## src/rtl/shift_normalizer.sv

```systemverilog
// shift_normalizer: derives the left-shift amount that normalizes a 32-bit
// operand, by leading zeros (mode 00) or by redundant sign bits (mode 01).
// A fixed 5-step binary search (k = 16, 8, 4, 2, 1) runs one step per clock.
// Mode 1x passes the operand straight through. result == value_in << shiftamt
// always holds.
module shift_normalizer #(
  parameter int unsigned ZERO_AMT = 31
) (
  input  logic        clk,
  input  logic        rst_n,
  input  logic        start,
  input  logic [31:0] value_in,
  input  logic [1:0]  mode,
  output logic        busy,
  output logic        done,
  output logic [31:0] result,
  output logic [4:0]  shiftamt,
  output logic        zero
);

  typedef enum logic [1:0] {
    S_IDLE  = 2'b00,
    S_SHIFT = 2'b01,
    S_DONE  = 2'b10
  } state_t;

  localparam logic [2:0] LAST_STEP = 3'd4;

  state_t      state_q, state_d;
  logic [2:0]  step_q, step_d;
  logic [31:0] work_q, work_d;
  logic [4:0]  amt_q, amt_d;
  logic        sign_q, sign_d;
  logic [31:0] oper_q, oper_d;
  logic [31:0] result_q, result_d;
  logic [4:0]  shiftamt_q, shiftamt_d;
  logic        zero_q, zero_d;

  logic [4:0]  k;
  logic [31:0] lead_mask;
  logic [31:0] sign_mask;
  logic [31:0] sign_field;
  logic        top_zero;
  logic        top_sign;
  logic        take;
  logic [31:0] step_work;
  logic [4:0]  step_amt;
  logic        op_empty;
  logic        accept;

  // One binary-search step on the working value: test the top k (or k+1) bits.
  always_comb begin
    k          = 5'd16 >> step_q;
    lead_mask  = ~(32'hFFFF_FFFF >> k);
    sign_mask  = ~(32'hFFFF_FFFF >> (6'(k) + 6'd1));
    sign_field = work_q & sign_mask;
    top_zero   = ((work_q & lead_mask) == '0);
    top_sign   = (sign_field == '0) || (sign_field == sign_mask);
    take       = sign_q ? top_sign : top_zero;
    step_work  = take ? (work_q << k) : work_q;
    step_amt   = take ? (amt_q + k) : amt_q;
    // Operand with no normalizing bit is flagged from the latched operand.
    op_empty   = sign_q ? ((oper_q == '0) || (oper_q == '1)) : (oper_q == '0);
  end

  // Next-state, datapath and result-register update.
  always_comb begin
    state_d    = state_q;
    step_d     = step_q;
    work_d     = work_q;
    amt_d      = amt_q;
    sign_d     = sign_q;
    oper_d     = oper_q;
    result_d   = result_q;
    shiftamt_d = shiftamt_q;
    zero_d     = zero_q;
    accept     = start && (state_q != S_SHIFT);

    case (state_q)
      S_SHIFT: begin
        work_d = step_work;
        amt_d  = step_amt;
        step_d = step_q + 3'd1;
        if (step_q == LAST_STEP) begin
          state_d    = S_DONE;
          step_d     = '0;
          result_d   = op_empty ? (oper_q << ZERO_AMT) : step_work;
          shiftamt_d = op_empty ? 5'(ZERO_AMT) : step_amt;
          zero_d     = op_empty;
        end
      end
      S_IDLE, S_DONE: begin
        if (accept) begin
          oper_d = value_in;
          work_d = value_in;
          amt_d  = '0;
          sign_d = mode[0];
          step_d = '0;
          if (mode[1]) begin
            state_d    = S_DONE;
            result_d   = value_in;
            shiftamt_d = '0;
            zero_d     = 1'b0;
          end else begin
            state_d = S_SHIFT;
          end
        end else begin
          state_d = S_IDLE;
        end
      end
      default: state_d = S_IDLE;
    endcase
  end

  // State and result registers; synchronous active-low reset wins over all.
  always_ff @(posedge clk) begin
    if (!rst_n) begin
      state_q    <= S_IDLE;
      step_q     <= '0;
      work_q     <= '0;
      amt_q      <= '0;
      sign_q     <= 1'b0;
      oper_q     <= '0;
      result_q   <= '0;
      shiftamt_q <= '0;
      zero_q     <= 1'b0;
    end else begin
      state_q    <= state_d;
      step_q     <= step_d;
      work_q     <= work_d;
      amt_q      <= amt_d;
      sign_q     <= sign_d;
      oper_q     <= oper_d;
      result_q   <= result_d;
      shiftamt_q <= shiftamt_d;
      zero_q     <= zero_d;
    end
  end

  assign busy     = (state_q == S_SHIFT);
  assign done     = (state_q == S_DONE);
  assign result   = result_q;
  assign shiftamt = shiftamt_q;
  assign zero     = zero_q;

endmodule

```

## config.mk

```make
export PLATFORM = sky130hd
export DESIGN_NAME = shift_normalizer
export DESIGN_NICKNAME = d
export VERILOG_FILES = /design/src/rtl/shift_normalizer.sv
export SDC_FILE = /design/constraint.sdc
export NUM_CORES = 1
export LEC_CHECK = 0
export CORE_MARGIN = 4
export CORE_UTILIZATION = 55
export CTS_CLUSTER_DIAMETER = 60
export DETAILED_ROUTE_END_ITERATION = 6
export GPL_ROUTABILITY_DRIVEN = 1
export PLACE_DENSITY = 0.78
export SKIP_LAST_GASP = 1
export SLEW_MARGIN = 20
export SYNTH_ARGS = -nofsm -noshare
export SYNTH_HDL_FRONTEND = slang
export SYNTH_SLANG_ARGS = --single-unit
```

## constraint.sdc

```tcl
create_clock -name clk -period 4.35 [get_ports clk]
set_clock_uncertainty 0.15 [all_clocks]
set_input_delay 1.0875 -clock clk [delete_from_list [all_inputs] [get_ports clk]]
set_output_delay 1.0875 -clock clk [all_outputs]
set_load 0.05 [all_outputs]
```

==> flow_summary.yaml <==
synthesis:
  synth_area_leader_cell: "dfxtp_1"
  netlist_instances: 1025
  synth_fp_nets: 1071
  avgSynthCellArea_sq_um: 8.024
  ys_seq_area_frac: 0.2751
  synth_top_area_frac: 0.2751
  synth.area.top_cells: "dfxtp_1 28%, mux4_2 7.9%, nand2_1 6.9%"
  synthFlopType: "dfxtp_1"
  synth_seq_cells: 113
  synth_area_sq_um: 8224
  ys.warnings.count: 0
  synth-async-reset-ratio: 0
  netlist-cell-type-count: 87
  synth_edf_count: 0
setup_path:
  endpoint_kind: "register"
  worst-path-max-fanout: 38
  crit_path_start_kind: "register"
  crit_arrival_ns: 4.16
  worstSetupPathType: "register to register"
  required_ns: 4.53
sta:
  final.min_clock_period_ns: 3.980
  tightestPinTransition_ns: 0.8864
  relSlewSlack: 0.4074
  fin_setup_tns_ns: 0
  timing.fmax_mhz: 251.2
  setup_slack_ns: 0.3699
  timing.final.hold_violations: 0
  timing.final.crit_share: 0.9150
  slew_viol_final: 0
  setup_viol: 0
  rsz0062_at_grt: "no"
place:
  hpwl_um: 22390
  gp_congestion: 1.050
  place_inst: 1223
  portBuffers: 76
  dp_slack_ns: 0.4409
floorplanning:
  pin_count: 77
  die_y_um: 130.3
  dieArea_sq_um: 16970
  die_x_um: 130.3
  initial_core_util: 0.5637
  core_area_sq_um: 14590
  std_cell_rows: 44
route:
  drc: 0
  wire_per_inst_um: 24.86
  dr_wl_met2_um: 14120
  vias_per_cell: 7.121
  met3_length_um: 3313
  num_vias: 8937
  ant_nets: 0
  drtPass1Iterations: 6
  met1_length_um: 12370
  dr.max_layer_used: "met4"
  finalWirelength_um: 31190
  drt_iter0_markers: 1154
global_route:
  first_global_vias: 8369
  grt_usage: 0.3688
  grt_max_degree: 43
  grt_pass1_wl_um: 48200
  antenna_found_initial: 0
  grt-ovfl-total: 0
power:
  leakagePower_uw: 0.003342
  seqPwrFrac: 0.359
  p_per_area_nw_per_um2: 352.0
  switching_share: 0.3157
  power_frac_clock: 0.424
  finalPower_uw: 3390
  p_switching_uw: 1070
  p_int_uw: 2320
  combPwrFrac: 0.217
  irDropWorstVdd_mv: 0.2799
run_status:
  outcome: "complete, no violations"
clocking:
  numCtsBuffers: 17
  cts.reportedPaths.clkPinSlew_ns: 0.05
  cts.path.max_buffers: 2
  cts.sinks: 113
  hold_buffers: 0
  cts_tree: "built"
  h-tree-depth: 4
  cts-resized-gates: 0
  post_cts_buffers: 0
  insertion_delay_ns: 0.42
  cts_root_buffer: "clkbuf_16"
finish:
  diodes: 0
  layout-drive-gt1-share: 0.1401
  final_cells: 1255
  nets: 1104
  areaGrowthSynthToFinish_pct: 17.10
hold_path:
  hp-class: "register to register"
job:
  drv_cap: 0
[metal layers]
metal,vias up,GRT usage
li1,3922,-
met1,4233,0.4947
met2,657,0.5772
met3,125,0.07081
met4,0,0.1663
met5,-,0
[worst max-delay path, cell delays in order (launching register included)]
cell	delay, ns
dfxtp_1	0.40
inv_1	0.08
ha_1	0.39
buf_4	0.28
nand2b_2	0.21
buf_4	0.25
o311ai_0	0.17
nor3_1	0.22
nand4_1	0.22
or3_1	0.58
nand3_4	0.16
buf_12	0.24
mux2_2	0.36
o21ai_0	0.12
[state kept, by name, summed over array words and instances (netlist names)]
register and count:
sign_q 1, step_q 3, state_q 2, work_q 32, zero 1, shiftamt 5
result 32, oper_q 32, amt_q 5
[layout by cell type (no fill, tap or decap), drive strengths merged, types with 7 or more instances in the layout]
master         synthesis  routed
o21ai                 72      72
clkbuf                66      23
a22oi                 30      30
o211ai                 9       9
ha                     9       9
nand2                153     153
nand4                 13      13
nand3                 20      20
a311oi                 8       8
mux4                  29      29
a21oi                 95      95
nor4                  14      14
buf                   43      47
mux2                   7       7
nand2b                 8       8
or4                    7       7
or3                   11      11
clkdlybuf4s50          0      76
inv                   20      22
a211oi                20      20
o22ai                 10      10
o221ai                10      10
a31oi                 36      36
mux2i                 44      44
dfxtp                113     113
nor3                  21      21
and3                  12      12
nor2                  56      56
[per-stage QoR]
step,area [sq um],hold slack (ns),util
global route,9630,0.3382,0.6601
finish,9630,0.3192,0.6601
detailed placement,9024,0.3116,0.6185
floorplan,8224,0.2950,-
global placement,9024,0.3036,0.6185
CTS,9630,0.3190,0.6601
[cell usage after synthesis (18+ instances only)]
library cell / n
mux2i_1: 44
mux4_2: 29
inv_1: 18
nand2_1: 152
a22oi_1: 30
a31oi_1: 36
a211oi_1: 19
buf_2: 18
a21oi_1: 94
dfxtp_1: 113
nand3_1: 18
o21ai_0: 60
clkbuf_1: 66
nor2_1: 53
[power groups by stage]
| stage | sequential, uW | clock, uW | combinational (uW) |
|---|---|---|---|
| floorplan | 1220 | 0 | 469 |
| global placement | 1230 | 0 | 713 |
| detailed placement | 1230 | 0 | 713 |
| CTS | 1210 | 1440 | 719 |
| global route | 1220 | 1490 | 783 |
| finish | 1220 | 1440 | 737 |
[cell families after synthesis]
family / Yosys count / share of synthesized area
and+or+nand+nor: 332 / 0.1949
AOI/OAI and AO/OA: 352 / 0.2863
muxes: 80 / 0.1426
DFF: 113 / 0.2751
xor gates and xnor gates: 4 / 0.004261
adders and majority gates: 11 / 0.01628
buffers and inverters: 133 / 0.08063
[path summary, 6_finish.rpt]
check	start	end	slack (ns)	cells past startpoint
min	oper_q[19]	oper_q[19]	0.32	2
max	step_q[0]	result[2]	0.37	13
max reg2reg	step_q[0]	result[2]	0.37	13
min reg2reg	oper_q[19]	oper_q[19]	0.32	2
[area by class of cell]
cell class                 count  area [sq um]
clock inverter                 9         128.9
clock buffer                  23         478.0
multi-input combinational    779          5315
sequential                   113          2262
fill                        1249          4959
tap                          184         230.2
inverter                      24         90.09
timing repair buffer         123          1126
No activity file was read; power rests on OpenSTA's default activity.
